File: src/rtl/mpmc9_read_return.sv
// mpmc9_read_return
// Matches the single PHY read-data stream to the channel that issued each
// read. Read tags (channel + beat count) are queued in order at command issue;
// every data beat is steered into the head tag's channel holding register with
// a one-cycle acknowledge pulse, and the tag retires after its last beat.
//
// Ports:
//   clk, rstn            memory UI clock, asynchronous active-low reset
//   tag_wr/tag_ch/tag_beats  push a read tag (beats field = beats - 1)
//   tag_full, outstanding    registered FIFO status after this cycle's push/pop
//   rd_valid, rd_data        128-bit read beat from the PHY, no backpressure
//   ch_rdat, ch_ack          eight 128-bit holding registers + per-channel pulse
//   err_clr                  clears the sticky error flags
//   err_ovf/err_orphan/err_tmo  sticky: push while full / beat with no tag /
//                               tag discarded by idle timeout
//
// Optional build macro: MPMC9_RRET_TIMEOUT_EN enables the idle-timeout tag
// discard; without it err_tmo is constant 0.
module mpmc9_read_return #(
    parameter int TAG_DEPTH = 16,
    parameter int TMO_CYC   = 1023
) (
    input  logic                         clk,
    input  logic                         rstn,
    input  logic                         tag_wr,
    input  logic [2:0]                   tag_ch,
    input  logic [1:0]                   tag_beats,
    output logic                         tag_full,
    input  logic                         rd_valid,
    input  logic [127:0]                 rd_data,
    output logic [1023:0]                ch_rdat,
    output logic [7:0]                   ch_ack,
    output logic [$clog2(TAG_DEPTH):0]   outstanding,
    input  logic                         err_clr,
    output logic                         err_ovf,
    output logic                         err_orphan,
    output logic                         err_tmo
);

    localparam int AW = $clog2(TAG_DEPTH);
    localparam logic [AW:0] PTR_ONE = (AW+1)'(1);

    logic [4:0]            tag_mem_r [TAG_DEPTH];
    logic [AW:0]           wr_ptr_r, rd_ptr_r;
    logic [AW:0]           wr_ptr_nxt_s, rd_ptr_nxt_s;
    logic [1:0]            beat_cnt_r;
    logic [7:0][127:0]     ch_rdat_r;
    logic [7:0]            ch_ack_r;
    logic [AW:0]           outstanding_r;
    logic                  tag_full_r;
    logic                  err_ovf_r, err_orphan_r, err_tmo_r;

    logic                  empty_s, full_s, push_s, beat_s, pop_s, tmo_pop_s;
    logic [4:0]            head_s;
    logic [2:0]            head_ch_s;
    logic [1:0]            head_beats_s;

    // FIFO status, head tag decode and push/pop qualification
    always_comb begin
        empty_s      = (wr_ptr_r == rd_ptr_r);
        full_s       = (wr_ptr_r[AW-1:0] == rd_ptr_r[AW-1:0]) &&
                       (wr_ptr_r[AW] != rd_ptr_r[AW]);
        head_s       = tag_mem_r[rd_ptr_r[AW-1:0]];
        head_ch_s    = head_s[4:2];
        head_beats_s = head_s[1:0];
        // A push while full is dropped even when a pop frees a slot this cycle
        push_s       = tag_wr & ~full_s;
        // Beats only consume existing tags; a same-cycle push never bypasses
        beat_s       = rd_valid & ~empty_s;
        pop_s        = (beat_s & (beat_cnt_r == head_beats_s)) | tmo_pop_s;
    end

    // Next pointer values, used for the registered occupancy/full outputs
    always_comb begin
        if (push_s) begin
            wr_ptr_nxt_s = wr_ptr_r + PTR_ONE;
        end else begin
            wr_ptr_nxt_s = wr_ptr_r;
        end
        if (pop_s) begin
            rd_ptr_nxt_s = rd_ptr_r + PTR_ONE;
        end else begin
            rd_ptr_nxt_s = rd_ptr_r;
        end
    end

    // Tag storage: write the pushed tag at the write index
    always_ff @(posedge clk or negedge rstn) begin
        if (!rstn) begin
            for (int i = 0; i < TAG_DEPTH; i++) begin
                tag_mem_r[i] <= 5'd0;
            end
        end else if (push_s) begin
            tag_mem_r[wr_ptr_r[AW-1:0]] <= {tag_ch, tag_beats};
        end else begin
            tag_mem_r <= tag_mem_r;
        end
    end

    // Pointers, beat counter and registered FIFO status
    always_ff @(posedge clk or negedge rstn) begin
        if (!rstn) begin
            wr_ptr_r      <= '0;
            rd_ptr_r      <= '0;
            beat_cnt_r    <= 2'd0;
            outstanding_r <= '0;
            tag_full_r    <= 1'b0;
        end else begin
            wr_ptr_r      <= wr_ptr_nxt_s;
            rd_ptr_r      <= rd_ptr_nxt_s;
            outstanding_r <= wr_ptr_nxt_s - rd_ptr_nxt_s;
            tag_full_r    <= (wr_ptr_nxt_s[AW-1:0] == rd_ptr_nxt_s[AW-1:0]) &&
                             (wr_ptr_nxt_s[AW] != rd_ptr_nxt_s[AW]);
            // Retiring a tag (last beat or timeout) restarts the beat count
            if (pop_s) begin
                beat_cnt_r <= 2'd0;
            end else if (beat_s) begin
                beat_cnt_r <= beat_cnt_r + 2'd1;
            end else begin
                beat_cnt_r <= beat_cnt_r;
            end
        end
    end

    // Holding registers and acknowledge pulse for the head tag's channel
    always_ff @(posedge clk or negedge rstn) begin
        if (!rstn) begin
            ch_rdat_r <= '0;
            ch_ack_r  <= 8'd0;
        end else if (beat_s) begin
            ch_rdat_r[head_ch_s] <= rd_data;
            ch_ack_r             <= 8'd1 << head_ch_s;
        end else begin
            ch_ack_r <= 8'd0;
        end
    end

    // Sticky error flags; a new error outranks a same-cycle clear
    always_ff @(posedge clk or negedge rstn) begin
        if (!rstn) begin
            err_ovf_r    <= 1'b0;
            err_orphan_r <= 1'b0;
        end else begin
            if (tag_wr && full_s) begin
                err_ovf_r <= 1'b1;
            end else if (err_clr) begin
                err_ovf_r <= 1'b0;
            end else begin
                err_ovf_r <= err_ovf_r;
            end
            if (rd_valid && empty_s) begin
                err_orphan_r <= 1'b1;
            end else if (err_clr) begin
                err_orphan_r <= 1'b0;
            end else begin
                err_orphan_r <= err_orphan_r;
            end
        end
    end

`ifdef MPMC9_RRET_TIMEOUT_EN
    logic [15:0] idle_cnt_r;

    // Timeout fires on the TMO_CYC-th consecutive idle cycle with tags pending
    always_comb begin
        tmo_pop_s = ~empty_s & ~rd_valid & (idle_cnt_r == 16'(TMO_CYC - 1));
    end

    // Idle counter and sticky timeout flag
    always_ff @(posedge clk or negedge rstn) begin
        if (!rstn) begin
            idle_cnt_r <= 16'd0;
            err_tmo_r  <= 1'b0;
        end else begin
            if (rd_valid || empty_s || tmo_pop_s) begin
                idle_cnt_r <= 16'd0;
            end else begin
                idle_cnt_r <= idle_cnt_r + 16'd1;
            end
            if (tmo_pop_s) begin
                err_tmo_r <= 1'b1;
            end else if (err_clr) begin
                err_tmo_r <= 1'b0;
            end else begin
                err_tmo_r <= err_tmo_r;
            end
        end
    end
`else
    assign tmo_pop_s = 1'b0;
    assign err_tmo_r = 1'b0;
`endif

    assign tag_full    = tag_full_r;
    assign outstanding = outstanding_r;
    assign ch_rdat     = ch_rdat_r;
    assign ch_ack      = ch_ack_r;
    assign err_ovf     = err_ovf_r;
    assign err_orphan  = err_orphan_r;
    assign err_tmo     = err_tmo_r;

endmodule

File: config.mk
export PLATFORM = sky130hd
export DESIGN_NAME = mpmc9_read_return
export DESIGN_NICKNAME = d
export VERILOG_FILES = /design/src/rtl/mpmc9_read_return.sv
export SDC_FILE = /design/constraint.sdc
export NUM_CORES = 2
export LEC_CHECK = 0
export BUFFER_PORTS_ARGS = -buffer_cell sky130_fd_sc_hd__buf_2
export CAP_MARGIN = 20
export CORE_AREA = 2 2 464 466
export DETAILED_ROUTE_END_ITERATION = 7
export DIE_AREA = 0 0 466 468
export HOLD_SLACK_MARGIN = 0.1
export PLACE_DENSITY = 0.37
export REMOVE_ABC_BUFFERS = 1
export SYNTH_ARGS = -nofsm -noshare
export SYNTH_HDL_FRONTEND = slang
export SYNTH_SLANG_ARGS = --single-unit
File: constraint.sdc
create_clock -name clk -period 7.5 [get_ports clk]
set_input_delay 1.5 -clock clk [delete_from_list [all_inputs] [get_ports clk]]
set_output_delay 1.5 -clock clk [all_outputs]
set_load 0.01 [all_outputs]
# Yosys cells after proc, flatten, opt, wreduce, memory -nomap -nowiden
# Index checks and enable logic that the tools add are counted.
[word_totals] register_bits=1132 in_bits=138
[classes] n_lt_le_gt_ge=5 n_shift=1 add_sub_neg=4 eq_ne=6 muxes=17 n_reduce_logical=9 bitwise_logic=7
[ops] cell="bitwise mux 1024 bit" count=1
[ops] cell="demux 128 bit (select 3 bit)" count=1
[ops] cell="two-way mux 128 bit" count=1
[ops] cell="bitwise mux 80 bit" count=1
[ops] cell="two-way mux 5 bit" count=5
[ops] cell="binary-select mux 5 bit (select 4 bit)" count=1
[ops] cell="demux 5 bit (select 4 bit)" count=1
[ops] cell="adder 5 x 1 -> 5 bit, second input constant" count=2
[ops] cell=">= comparator 5 bit, second input constant" count=2
[ops] cell="inverter 4 -> 5 bit" count=2
[ops] cell="== test 4 bit" count=2
[ops] cell="two-way mux 8 bit" count=1
[ops] cell="<< shifter 1 x 3 -> 8 bit, first input constant" count=1
[ops] cell="logical AND 1 bit" count=6
[ops] cell="nonzero test 2 bit" count=3
[ops] cell="== test 5 bit" count=1
[ops] cell="less-than comparator 5 x 1 -> 1 bit, second input constant" count=1
[ops] cell="subtractor 5 bit" count=1
[ops] cell="less-than comparator 3 x 4 -> 1 bit, second input constant" count=1
[ops] cell="two-way mux 2 bit" count=2
[ops] cell="bitwise AND 1 bit" count=3
[ops] cell=">= comparator 3 x 1 -> 1 bit, second input constant" count=1
[ops] cell="two-way mux 1 bit" count=3
[ops] cell="adder 2 x 1 -> 2 bit, second input constant" count=1
[ops] cell="other kinds (3)" count=5

# Longest topological paths before layout
[depth] ltp_word=9 mapped_depth=16 depth_no_buf=13

# Worst setup path after synthesis
# No wires, ideal clock.
[synth_timing] kind="in2reg" start="input port tag_wr" end="register outstanding_r[4] (netlist: outstanding[4])" setup_slack_ns=3.851 cell_stages=11 arrival_ns=3.570 cell_sequence="nor2b_1 > clkbuf_1 > buf_1 > xnor2_1 > ha_1 > inv_1 > ha_1 > a31o_1 > maj3_2 > a21oi_1 > xor2_1"
[synth_via] elab_chain_cells=3
[synth_lines] item="from (decl)" line="25" text="input logic tag_wr,"
[synth_lines] item="bitwise AND 1 bit" line="67" text="push_s = tag_wr & ~full_s;"
[synth_lines] item="two-way mux 5 bit" line="75" text="if (push_s) begin"
[synth_lines] item="subtractor 5 bit" line="111" text="outstanding_r <= wr_ptr_nxt_s - rd_ptr_nxt_s;"
[synth_lines] item="to (signal assigned)" line="111"
[synth_lines] item="to (decl)" line="49" text="logic [AW:0] outstanding_r;"
# Every way passes these cells.
# A chain may end at the register's enable or synchronous reset.

# Worst setup path after layout
[layout_timing] start="register rd_ptr_r[0]" end="register ch_rdat_r, in the netlist ch_rdat[247]"
[layout_via] elab_chain_cells=9 word_cells_on_any_way=13
[layout_lines] item="from (decl)" line="44" text="logic [AW:0] wr_ptr_r, rd_ptr_r;"
[layout_lines] item="from (signal assigned)" line="110" text="rd_ptr_r <= rd_ptr_nxt_s;"
[layout_lines] item="inverter 4 -> 5 bit (implied by the code)" line="63" text="head_s = tag_mem_r[rd_ptr_r[AW-1:0]];"
[layout_lines] item="binary-select mux 5 bit (select 4 bit)" line="63"
[layout_lines] item="two-way mux 5 bit (implied by the code) (2 in a row)" line="63"
[layout_lines] item="less-than comparator 3 x 4 -> 1 bit (implied by the code) or >= comparator 3 x 1 -> 1 bit (tied branches)" line="131" text="ch_rdat_r[head_ch_s] <= rd_data;"
[layout_lines] item="logical AND 1 bit (implied by the code)" line="131"
[layout_lines] item="two-way mux 128 bit (implied by the code)" line="131"
[layout_lines] item="demux 128 bit (select 3 bit)" line="131"
[layout_lines] item="bitwise mux 1024 bit" line="131"
[layout_lines] item="to (signal, indexed assignment)" line="131"
[layout_lines] item="to (decl)" line="47" text="logic [7:0][127:0] ch_rdat_r;"
# Several ways; a longest one is shown, not always the timed one. The select of a mux whose other input is x is not followed.

==> results_dict.tcl <==
set metrics [dict create \
    holdCritStartpoint "ch_rdat[590]" \
    hold_viol 0 \
    hpwlAfterDp_um 126000 \
    syn2layout_area_growth_pct 31.7 \
    rr_worst_depth 8 \
    cts_root_buffer "clkbuf_16" \
    drive_gt1_share_pct 37.9 \
    clock_skew_ns 0.0357 \
    cts_tree "done" \
    wl_um 187000 \
    cts_setup_buffers 0 \
    final_area_um2 56900 \
    coreArea_um2 213000 \
    synth_seq_area_share_pct 65.6 \
    hp-class "flop to flop" \
    min_period_ns 4.44 \
    syn_inst 3618 \
    setup.worst_path.class "flop to flop" \
    drc 0 \
    setup_viol 0 \
    crit_path_end_kind "flop" \
    yosys.area.top_type_share_pct 65.6 \
    slew_viol_final 0 \
    start_util_pct 20.3 \
    synth.area.top_cells "dfrtp_1, nand2_1, mux2_2, mux2_1, buf_2" \
    r2r-end "ch_rdat[247]" \
    r2r_start "rd_ptr_r[0]" \
    synth_area_leader_cell "dfrtp_1" \
    reg2reg_slack_ns 3.06 \
    dpl_worst_slack_ns 2.90 \
    worst_slack_ns 3.06 \
    final_cells 7736 \
    final_nets 4944 \
    cap_violations 0 \
    syn_area_um2 43200 \
    p_leak_nw 29.2 \
    ys_async_sr_fraction_pct 100 \
    grt_util_all_layers_pct 16.6 \
    clock-sinks 1132 \
    critPathLaunchType "flop" \
    portBuffers 1177 \
    rsz0062_at_grt "false" \
    synth-edff-count 0 \
    fp.dieW_um 466 \
    yosysMostFrequentCell "nand2_1" \
    netlist_top_cells_count "nand2_1, dfrtp_1, mux2_2" \
    clockBufferDepth 3 \
    cts_made_buffers 142 \
    syn-mean-instance-area_um2 11.9 \
    synthDistinctLibCells 43 \
    fin_crit_sh_pct 59.2 \
    num_vias 31441 \
    clock.fmax_ghz 0.225 \
    antenna_found_initial 36 \
    peakVddDrop_mv 0.325 \
    synth_warnings 0 \
    wire_per_inst_um 24.1 \
    clk_latency_ns 0.79 \
    cts_resized 0 \
    placed_area_um2 52300 \
    io_pins 1179 \
    hold_end "ch_rdat[590]" \
    rows 170 \
    relSlewSlack_pct 29.0 \
    die_h_um 468 \
    power-per-cell-area_nw_per_um2 532 \
    gp_congestion 0.768 \
    cp.required_ns 8.21 \
    clk_pin_slew_ns 0.06 \
    worst-path-max-fanout 56 \
    synthFlopType "dfrtp_1" \
    first_iter_violations 1913 \
    dr.pass1.iters 5 \
    worst_pin_slew_ns 1.06 \
    vias_per_cell 4.06 \
    grt_max_degree 166 \
    synth-seq-cells 1132 \
    postCtsHoldBufs 0 \
    grt_pass1_wl_um 259000 \
    dieArea_um2 218000 \
    arrival_ns 5.15 \
    placed_cells 7491 \
    grt_overflow 0 \
    setup_tns_ns 0 \
    antenna_left 0 \
    grt_pass1_vias 31965 \
    h-tree-depth 4 \
    min_delay_path_depth 2 \
    status "finished clean" \
]
[cell families after synthesis]
kind of cell / after synthesis / share of synthesized area (%)
AOI/OAI and AO/OA: 29 / 0.513
xor gates and xnor gates: 20 / 0.405
adders and majority gates: 12 / 0.339
buffers and inverters: 201 / 2.43
DFF: 1132 / 65.6
muxes: 625 / 16.7
other: 1 / 0.00868
and+or+nand+nor: 1598 / 14.1
[final cells by class]
class / instances / area (um2)
Antenna cell: 10 / 25.0
Clock buffer: 211 / 4230
Clock inverter: 24 / 349
Fill cell: 22615 / 156000
Inverter: 17 / 83.8
Multi-Input combinational cell: 2285 / 13900
Sequential cell: 1132 / 28300
Tap cell: 2838 / 3550
Timing Repair Buffer: 1219 / 6470
[stage by stage]
stage                     total power, W  hold WS, ns  utilization [%]
after floorplan                   0.0174        0.472                -
after global placement            0.0237        0.454             24.5
after detailed placement          0.0239        0.457             24.5
after CTS                         0.0309        0.471             26.7
after global routing              0.0323        0.482             26.7
final                             0.0303        0.466             26.7
[where the power goes]
part / internal (W) / total, W / switching (W)
clock: 0.00403 / 0.00683 / 0.00280
sequential: 0.00909 / 0.0105 / 0.00142
combinational: 0.00481 / 0.0129 / 0.00812
[worst max path at each step]
| stage | startpoint | end | depth (start not counted) |
|---|---|---|---|
| after CTS | rd_ptr_r[0] | ch_rdat[137] | 8 |
| after global routing | rd_ptr_r[0] | ch_rdat[204] | 9 |
| after detailed placement | rd_valid | ch_rdat[311] | 9 |
| final | rd_ptr_r[0] | ch_rdat[247] | 8 |
| after floorplan | rd_ptr_r[0] | ch_rdat[640] | 5 |
| after global placement | tag_wr | outstanding[4] | 10 |
[per-layer routing]
layer,vias to the layer above,track usage (%),part of all wire [%]
met1,15971,20.4,41
met3,268,5.73,8.0
li1,14095,-,-
met4,26,5.65,3.3
met2,1081,27.1,47
met5,-,0,0.086
[placed cells by master, fill, tap and decap left out, types with 3 or more instances in the layout]
cell type,n
a21o_1,4
a21oi_1,3
a22oi_1,4
buf_12,20
buf_2,1176
buf_4,22
bufinv_16,4
clkbuf_1,32
clkbuf_16,146
clkbuf_8,33
clkinv_2,8
clkinv_8,4
dfrtp_1,1132
diode_2,10
ha_1,9
inv_1,13
inv_16,3
inv_6,5
maj3_2,3
mux2_1,205
mux2_2,396
mux2i_1,9
mux4_2,15
nand2_1,1545
nand2b_1,4
nand3_1,17
nand4_1,6
nor2_1,7
nor2_4,4
nor2b_1,4
o21ai_0,4
o22a_1,4
xnor2_1,15
xor2_1,5
[sequential cells by signal (all words and copies together), names as in the netlist]
name	flops
err_orphan	1
ch_rdat	1024
ch_ack	8
outstanding	5
wr_ptr_r	5
rd_ptr_r	5
err_ovf	1
tag_full	1
beat_cnt_r	2
tag_mem_r	80
[critical path, stage by stage, from the launching register on]
cell,delay [ns]
dfrtp_1,0.32
buf_4,0.50
mux4_2,0.64
mux4_2,0.54
nand3_4,0.45
buf_4,0.71
buf_4,0.78
nand2_1,0.14
nand2_1,0.10
Note: power is estimated with default switching activity, not from simulation.
